`src/rtl/unidade_controle_multiciclo_if.sv`:
```
// Memory-side handshake of the multicycle control unit: instruction fetch
// request/ready and data-memory read/write request with completion ready.
interface unidade_controle_multiciclo_if;
  logic instr_req;
  logic instr_ready;
  logic MenRead;
  logic MenWrite;
  logic mem_ready;

  // Handshake: a request (instr_req, MenRead, MenWrite) rises when the wait
  // state is entered and is held, unchanged, until the matching ready is seen
  // high on a rising clock edge; ready is ignored whenever no request is up.
  modport master (
    output instr_req, MenRead, MenWrite,
    input  instr_ready, mem_ready
  );
  modport slave (
    input  instr_req, MenRead, MenWrite,
    output instr_ready, mem_ready
  );
endinterface

```
`src/rtl/unidade_controle_multiciclo.sv`:
```
// Multicycle control FSM for the 8-bit processor (FETCH/DECODE/EXEC/MEM/WB).
// Optional macro UC_MEM_TIMEOUT_EN: bounded ready waits that trap on expiry.
module unidade_controle_multiciclo #(
  parameter int OPCODE_W    = 2,
  parameter int FUNCT_W     = 3,
  parameter int ALUOP_W     = 2,
  parameter int TIMEOUT_CYC = 15
) (
  input  logic                clock,
  input  logic                reset_n,
  unidade_controle_multiciclo_if.master mem,
  input  logic [OPCODE_W-1:0] Opcode,
  input  logic [FUNCT_W-1:0]  Funct,
  input  logic                zero,
  output logic                IRWrite,
  output logic                PCWrite,
  output logic                RegOrg1,
  output logic                RegOrg2,
  output logic                RegDst,
  output logic                RegWrite,
  output logic                ALUSrc1,
  output logic                Cond,
  output logic                Jump,
  output logic                MenToReg,
  output logic [1:0]          ALUSrc2,
  output logic [ALUOP_W-1:0]  ALUOp,
  output logic [1:0]          JumpValue,
  output logic                trap,
  output logic [2:0]          state
);

  typedef enum logic [2:0] {
    S_IDLE   = 3'd0,
    S_FETCH  = 3'd1,
    S_DECODE = 3'd2,
    S_EXEC   = 3'd3,
    S_MEM    = 3'd4,
    S_WB     = 3'd5,
    S_TRAP   = 3'd6
  } state_t;

  localparam logic [ALUOP_W-1:0] ALU_ADD   = '0;
  localparam logic [ALUOP_W-1:0] ALU_SUB   = ALUOP_W'(1);
  localparam logic [ALUOP_W-1:0] ALU_FUNCT = ALUOP_W'(2);

  state_t              state_q, state_d;
  logic [OPCODE_W-1:0] op_q;
  logic [FUNCT_W-1:0]  funct_q;
  logic [1:0]          cls;
  logic                is_load, is_store, is_addi;
  logic                bad_instr;
  logic                timed_out;
  logic                unused_latch_bits;

  assign cls      = op_q[1:0];
  assign is_load  = (cls == 2'b01) && (funct_q[1:0] == 2'b00);
  assign is_store = (cls == 2'b01) && (funct_q[1:0] == 2'b01);
  assign is_addi  = (cls == 2'b01) && (funct_q[1:0] == 2'b10);
  assign state    = state_q;
  assign unused_latch_bits = ^{op_q, funct_q};

  // Decided on the live IR fields, since the latches only load at the end of DECODE.
  assign bad_instr = ((Opcode >> 2) != '0) ||
                     ((Opcode[1:0] == 2'b01) && (Funct[1:0] == 2'b11));

`ifdef UC_MEM_TIMEOUT_EN
  logic [3:0] wait_cnt;

  always_ff @(posedge clock or negedge reset_n) begin
    if (!reset_n)
      wait_cnt <= '0;
    else if (state_d != state_q)
      wait_cnt <= '0;
    else if (state_q == S_FETCH || state_q == S_MEM)
      wait_cnt <= wait_cnt + 4'd1;
  end

  // The cycle that would make the count reach TIMEOUT_CYC traps unless ready is up.
  assign timed_out = (wait_cnt == 4'(TIMEOUT_CYC - 1));
`else
  localparam int unused_timeout = TIMEOUT_CYC;
  assign timed_out = 1'b0;
`endif

  always_ff @(posedge clock or negedge reset_n) begin
    if (!reset_n) begin
      state_q <= S_IDLE;
      op_q    <= '0;
      funct_q <= '0;
    end else begin
      state_q <= state_d;
      if (state_q == S_DECODE) begin
        op_q    <= Opcode;
        funct_q <= Funct;
      end
    end
  end

  always_comb begin
    state_d       = state_q;
    mem.instr_req = 1'b0;
    mem.MenRead   = 1'b0;
    mem.MenWrite  = 1'b0;
    IRWrite       = 1'b0;
    PCWrite       = 1'b0;
    RegOrg1       = 1'b0;
    RegOrg2       = 1'b0;
    RegDst        = 1'b0;
    RegWrite      = 1'b0;
    ALUSrc1       = 1'b0;
    Cond          = 1'b0;
    Jump          = 1'b0;
    MenToReg      = 1'b0;
    ALUSrc2       = 2'b00;
    ALUOp         = ALU_ADD;
    JumpValue     = 2'b00;
    trap          = 1'b0;
    case (state_q)
      S_IDLE: state_d = S_FETCH;
      S_FETCH: begin
        mem.instr_req = 1'b1;
        if (mem.instr_ready) begin
          IRWrite = 1'b1;
          PCWrite = 1'b1;
          ALUSrc2 = 2'b10;
          state_d = S_DECODE;
        end else if (timed_out) begin
          state_d = S_TRAP;
        end
      end
      S_DECODE: begin
        RegOrg1 = 1'b1;
        RegOrg2 = 1'b1;
        state_d = bad_instr ? S_TRAP : S_EXEC;
      end
      S_EXEC: begin
        case (cls)
          2'b00: begin
            ALUSrc1 = 1'b1;
            ALUOp   = ALU_FUNCT;
            state_d = S_WB;
          end
          2'b01: begin
            ALUSrc1 = 1'b1;
            ALUSrc2 = 2'b01;
            state_d = is_addi ? S_WB : S_MEM;
          end
          2'b10: begin
            ALUSrc1   = 1'b1;
            ALUOp     = ALU_SUB;
            Cond      = 1'b1;
            JumpValue = 2'b01;
            PCWrite   = zero;
            state_d   = S_FETCH;
          end
          default: begin
            Jump      = 1'b1;
            JumpValue = 2'b10;
            PCWrite   = 1'b1;
            state_d   = S_FETCH;
          end
        endcase
      end
      S_MEM: begin
        mem.MenRead  = is_load;
        mem.MenWrite = is_store;
        if (mem.mem_ready)
          state_d = is_load ? S_WB : S_FETCH;
        else if (timed_out)
          state_d = S_TRAP;
      end
      S_WB: begin
        RegWrite = 1'b1;
        RegDst   = (cls == 2'b00);
        MenToReg = is_load;
        state_d  = S_FETCH;
      end
      S_TRAP: trap = 1'b1;
      default: state_d = S_IDLE;
    endcase
  end

endmodule
```
`src/flat_wrapper.sv`:
```
// flat-port wrapper written by rule: the top's interface ports become plain ports
module unidade_controle_multiciclo_flat 
#(
  parameter int OPCODE_W    = 2,
  parameter int FUNCT_W     = 3,
  parameter int ALUOP_W     = 2,
  parameter int TIMEOUT_CYC = 15
)
  (clock, reset_n, Opcode, Funct, zero, IRWrite, PCWrite, RegOrg1, RegOrg2, RegDst, RegWrite, ALUSrc1, Cond, Jump, MenToReg, ALUSrc2, ALUOp, JumpValue, trap, state, mem_instr_req, mem_MenRead, mem_MenWrite, mem_instr_ready, mem_mem_ready);
  unidade_controle_multiciclo_if mem_i ();
  input  logic clock;
  input  logic reset_n;
  input  logic [OPCODE_W-1:0] Opcode;
  input  logic [FUNCT_W-1:0] Funct;
  input  logic zero;
  output logic IRWrite;
  output logic PCWrite;
  output logic RegOrg1;
  output logic RegOrg2;
  output logic RegDst;
  output logic RegWrite;
  output logic ALUSrc1;
  output logic Cond;
  output logic Jump;
  output logic MenToReg;
  output logic [1:0] ALUSrc2;
  output logic [ALUOP_W-1:0] ALUOp;
  output logic [1:0] JumpValue;
  output logic trap;
  output logic [2:0] state;
  output wire logic [$bits(mem_i.instr_req)-1:0] mem_instr_req;
  output wire logic [$bits(mem_i.MenRead)-1:0] mem_MenRead;
  output wire logic [$bits(mem_i.MenWrite)-1:0] mem_MenWrite;
  input wire logic [$bits(mem_i.instr_ready)-1:0] mem_instr_ready;
  input wire logic [$bits(mem_i.mem_ready)-1:0] mem_mem_ready;
  assign mem_instr_req = mem_i.instr_req;
  assign mem_MenRead = mem_i.MenRead;
  assign mem_MenWrite = mem_i.MenWrite;
  assign mem_i.instr_ready = mem_instr_ready;
  assign mem_i.mem_ready = mem_mem_ready;
  unidade_controle_multiciclo #(.OPCODE_W(OPCODE_W), .FUNCT_W(FUNCT_W), .ALUOP_W(ALUOP_W), .TIMEOUT_CYC(TIMEOUT_CYC)) u_core (.clock(clock), .reset_n(reset_n), .mem(mem_i), .Opcode(Opcode), .Funct(Funct), .zero(zero), .IRWrite(IRWrite), .PCWrite(PCWrite), .RegOrg1(RegOrg1), .RegOrg2(RegOrg2), .RegDst(RegDst), .RegWrite(RegWrite), .ALUSrc1(ALUSrc1), .Cond(Cond), .Jump(Jump), .MenToReg(MenToReg), .ALUSrc2(ALUSrc2), .ALUOp(ALUOp), .JumpValue(JumpValue), .trap(trap), .state(state));
endmodule
```
`config.mk`:
```
export PLATFORM = sky130hd
export DESIGN_NAME = unidade_controle_multiciclo_flat
export DESIGN_NICKNAME = d
export VERILOG_FILES = /design/src/rtl/unidade_controle_multiciclo_if.sv /design/src/rtl/unidade_controle_multiciclo.sv /design/src/flat_wrapper.sv
export SDC_FILE = /design/constraint.sdc
export NUM_CORES = 1
export LEC_CHECK = 0
export ABC_CLOCK_PERIOD_IN_PS = 1400
export CORE_MARGIN = 2
export CORE_UTILIZATION = 33
export DETAILED_ROUTE_END_ITERATION = 16
export HOLD_SLACK_MARGIN = 0.05
export PLACE_DENSITY = 0.85
export SLEW_MARGIN = 20
export SYNTH_ARGS = -nofsm -noshare
export SYNTH_HDL_FRONTEND = slang
export SYNTH_SLANG_ARGS = --single-unit
```
`constraint.sdc`:
```
create_clock -name clock -period 1.4 [get_ports clock]
set_input_delay 0.42 -clock clock [delete_from_list [all_inputs] [get_ports clock]]
set_output_delay 0.42 -clock clock [all_outputs]
set_load 0.01 [all_outputs]
```
# ---- After elaboration in Yosys (flattened, before gate mapping)
# Cells that the tools add are included.
dict set report word_totals {
  reg_bits 7
  in_bits 10
  out_inout_bits 23
  word_cells 61
}
dict set report classes {
  n_eq_ne 14
  mux 32
  bitwise 1
  n_reduce_logical 11
}
# op n
set op_table {}
lappend op_table {{2-to-1 mux 1 bit} 18}
lappend op_table {{one-hot mux 3 bit (6 select lines)} 1}
lappend op_table {{2-to-1 mux 3 bit} 4}
lappend op_table {{one-hot mux 2 bit (2 select lines)} 3}
lappend op_table {{equality test 3 bit (second input constant)} 3}
lappend op_table {{equality test 2 x 1 -> 1 bit (second input constant)} 3}
lappend op_table {{equality test 2 bit (second input constant)} 3}
lappend op_table {{equality test 3 x 2 -> 1 bit (second input constant)} 2}
lappend op_table {{2-to-1 mux 2 bit} 3}
lappend op_table {{one-hot mux 3 bit (2 select lines)} 1}
lappend op_table {{logical AND 1 bit} 4}
lappend op_table {{logical NOT 2 bit} 2}
lappend op_table {{inequality test 2 bit (second input constant)} 2}
lappend op_table {{one-hot mux 1 bit (2 select lines)} 2}
lappend op_table {{OR reduction 2 bit} 2}
lappend op_table {{equality test 3 x 1 -> 1 bit (second input constant)} 1}
lappend op_table {{logical NOT 3 bit} 1}
lappend op_table {{AND reduction 3 bit} 1}
lappend op_table {{OR reduction 3 bit} 1}
lappend op_table {{inverter 1 bit} 1}

# ---- Depth between registers and ports, before layout
dict set report depth {
  ltp_word 5
  ltp_mapped 5
  mapped_depth_nobuf 3
}

# ---- Worst setup path after synthesis
# No wires, ideal clock.
dict set report synth_path {
  path_type {register -> output}
  from {register u_core.state_q[2], in the netlist u_core.state[2]}
  to {output port JumpValue[0]}
  arrival_ps 1427
  required_time_ps 980
  slack_ps -447
  path_stages_with_launch 6
  path_cell_list {dfrtp_1 > buf_4 > nor2b_1 > nand2_1 > nor3b_1 > buf_4}
}
dict set report synth_between {
  elab_chain_cells 2
}
# item line_no
set synth_lines {}
lappend synth_lines {{start: declaration} unidade_controle_multiciclo.sv:46} ;# state_t state_q, state_d;
lappend synth_lines {{start signal: assignment} unidade_controle_multiciclo.sv:91} ;# state_q <= state_d;
lappend synth_lines {{equality test 3 x 2 -> 1 bit} unidade_controle_multiciclo.sv:118} ;# case (state_q)
lappend synth_lines {{2-to-1 mux 2 bit} unidade_controle_multiciclo.sv:118}
lappend synth_lines {{end: declaration} flat_wrapper.sv:28} ;# output logic [1:0] JumpValue;
# No other way between the ends.

# ---- Worst setup path after layout
dict set report layout_path {
  from {register u_core.op_q[1], in the netlist u_core.cls[1]}
  to {output port mem_MenRead}
}
dict set report layout_between {
  elab_chain_cells 3
}
# item line_no
set layout_lines {}
lappend layout_lines {{start: declaration} unidade_controle_multiciclo.sv:47} ;# logic [OPCODE_W-1:0] op_q;
lappend layout_lines {{start signal: assignment} unidade_controle_multiciclo.sv:93} ;# op_q <= Opcode;
lappend layout_lines {{equality test 2 x 1 -> 1 bit} unidade_controle_multiciclo.sv:56} ;# assign is_load = (cls == 2'b01) && (funct_q[1:0] == 2'b00);
lappend layout_lines {{logical AND 1 bit} unidade_controle_multiciclo.sv:56}
lappend layout_lines {{2-to-1 mux 1 bit} unidade_controle_multiciclo.sv:118}
lappend layout_lines {{end: declaration} flat_wrapper.sv:32} ;# output wire logic [$bits(mem_i.MenRead)-1:0] mem_MenRead;
# No other way between the ends.

==> key figures <==
Floorplanning
  • Width of the die: 46.08 um
  • Die area: 2123 um^2
  • Ports: 33
  • Initial core utilization: 0.3459
  • Die height: 46.08 um
  • Core area: around 1700 um^2
  • Row cnt: 15

STA
  • Max-slew headroom: 0.7662
  • Max-slew violation count: 0
  • Setup tns final: -6996 ps
  • Least-Margin Pin Slew: approximately 350 ps
  • Hold Fails Final Rpt: 0
  • Final setup vio count: 27
  • Period utilization: 1.320
  • Fin crit period: 1848 ps
  • Worst Skew: about 4.2 ps
  • FMAX: 0.5411 GHz
  • Setup ws final: -448.1 ps
  • RSZ-0062 raised after global routing: true

CTS
  • Worst-path clk slew: approximately 60 ps
  • CTS tree: built
  • CTS root buf: clkbuf_4
  • CTS max path bufs: 2
  • Worst-skew pair later-pin latency: 260 ps
  • Clock sink count: 7
  • CTS buffer count: 3
  • H-tree levels: 1
  • Cts hold-fix bufs: 0

Setup path
  • Setup CP Type: reg2out
  • WP data arrival: 1430 ps
  • Max Fanout on Critical Path: 2
  • Crit path from: u_core.cls[1]
  • Reg2Reg Launch Point: u_core.state[0]
  • Req. time, crit path: 980 ps
  • Startpoint Class: flop
  • Critical Path End Type: output pin

Drt
  • Via count: 703
  • Detailed Routing Iterations Pass 1: 4
  • Routed Antenna Nets: 0
  • DRC: 0
  • Drt wl/cell: 16.80 um
  • DR iter-0 viols: 8
  • Post-Route WL: 2.285 mm
  • Via/cell ratio: 5.169

Finish
  • ANT cells: 0
  • Layout cell share with drive strength beyond 1: 0.7647
  • Post-Layout Cell Count: 136
  • Final nets: between 100 and 150
  • Commonest non-fill, non-tap cells in the layout: 28 x buf_6, 14 x buf_4, 10 x buf_2, 6 x clkdlybuf4s50_1, 5 x dfrtp_1
  • Commonest non-fill, non-tap cell in the layout: buf_6
  • Fillers: 102
  • Area delta synth->final: 125.9%

Run status
  • Status: finished, violations left
  • Failing checks: negative setup slack

Worst hold path
  • Type of the worst min-delay path: in2async

Logic synthesis
  • Register bit total from synthesis: 7
  • Synth Cell Area: 584.3 um^2
  • Register area share after synthesis: 0.2998
  • Prevailing post-synth register cell: dfrtp_1
  • Synth top area cells: dfrtp_1 30%, mux2_4 10%, buf_4 5.1%
  • Post-synth EDFFs: 0
  • Synth Instances: 61
  • Post-Syn Area per Cell: ~9.6 um^2
  • Area share of the largest cell type after synthesis: 0.2998
  • Ys async rst share: 1.000
  • Ys Warns: 0
  • Synth unique cells: 31
  • Post-synth net total: 71
  • Area leader, netlist: dfrtp_1

Place
  • Gpl congestion: 0.7654
  • Port Buffers: 31
  • Detailed placer's ending HPWL: roughly 1.2 mm
  • Dpl cells: 118

GRT
  • Global-route wire length before repair: 3.519 mm
  • Initial antenna violation count: 0
  • Grt total ovfl: 0
  • Largest net degree at the start of global routing: 11
  • Vias in the first global route: 718
  • Tot GR Track Use: 0.2470

Flow run
  • Max Cap Viol: 0

Power
  • Pwr per Cell Area: approximately 2300 nW/um^2
  • Tot Pwr: about 3 mW
  • Leak pwr: between 0.6 and 0.7 nW
  • Peak VDD IR: 1447 uV
## cells in the mapped netlist, types with 2 or more instances
cell type / instances
nor3_1: 3
nor3b_1: 3
nand2b_1: 4
inv_1: 2
mux2_4: 4
nor3b_2: 2
buf_2: 2
nor2_1: 3
nand2_1: 2
buf_4: 4
and2_1: 3
nor2b_1: 3
dfrtp_1: 7
a21oi_1: 2
## metal layers
layer | global-route usage | wire, um | vias up
met2 | 0.4361 | 1232 | 27
met3 | 0.06275 | 113 | 6
li1 | - | - | 324
met4 | 0.1029 | 44 | 0
met5 | 0 | 0 | -
met1 | 0.2778 | 895 | 346
## timing repair
action                     CTS  global route
setup buffers               10             7
setup endpoints to repair   28            29
cloned                       1             0
pin swaps                   15            11
gates resized for setup    123            26
## layout make-up
cell class                      count  area, um^2  area share
Clock buffer                        4       26.28     0.01991
Timing Repair Buffer               62       591.8      0.4483
Inverter                            2       7.507    0.005687
Tap cell                           17       21.27     0.01611
Multi-Input combinational cell     44       495.5      0.3754
Sequential cell                     7       177.7      0.1346
## kinds of logic after synthesis
group / after synthesis / synth area share
AND/OR/NAND/NOR: 31 / 0.3640
buffers and inverters: 10 / 0.1071
AO/OA/AOI/OAI: 8 / 0.1114
flip-flops: 7 / 0.2998
multiplexers: 4 / 0.1028
XOR/XNOR: 1 / 0.01499
## per-stage QoR
step                      setup slack, ps  cell area (um^2)  hold slack [ps]  utilization
after floorplan                    -188.9             643.1            124.4            -
after global placement             -685.9              1032            590.2       0.6111
after detailed placement           -728.3              1032            606.2       0.6111
after CTS                          -476.9              1159            416.7       0.6859
after global routing               -539.4              1320            442.6       0.7815
final                              -448.1              1320            431.7       0.7815
## registers in the layout, summed over array words and instances (netlist names)
register / flops
u_core.state: 3
u_core.cls: 2
u_core.funct_q: 2
## worst max-delay path, stage by stage, from the launching register on
cell,delay [ps]
dfrtp_1,390
or3b_4,410
nor3b_4,190
buf_2,170
## path summary, 6_finish.rpt
kind	to	slack (ps)	cells past startpoint
worst max register to register	u_core.funct_q[0]	-50	5
min in group clock	u_core.cls[1]	440	2
worst max-delay path	mem_MenRead	-450	3
worst min-delay path	u_core.cls[0]	430	1
max in group asynchronous	u_core.state[0]	690	1
worst min register to register	u_core.funct_q[1]	640	2
## report_power, final
part,total (mW),internal [mW],switching (mW)
clock network,0.191,0.109,0.0818
logic,2.37,1.43,0.943
registers,0.437,0.308,0.129
Note: power is estimated with default switching activity, not from simulation.
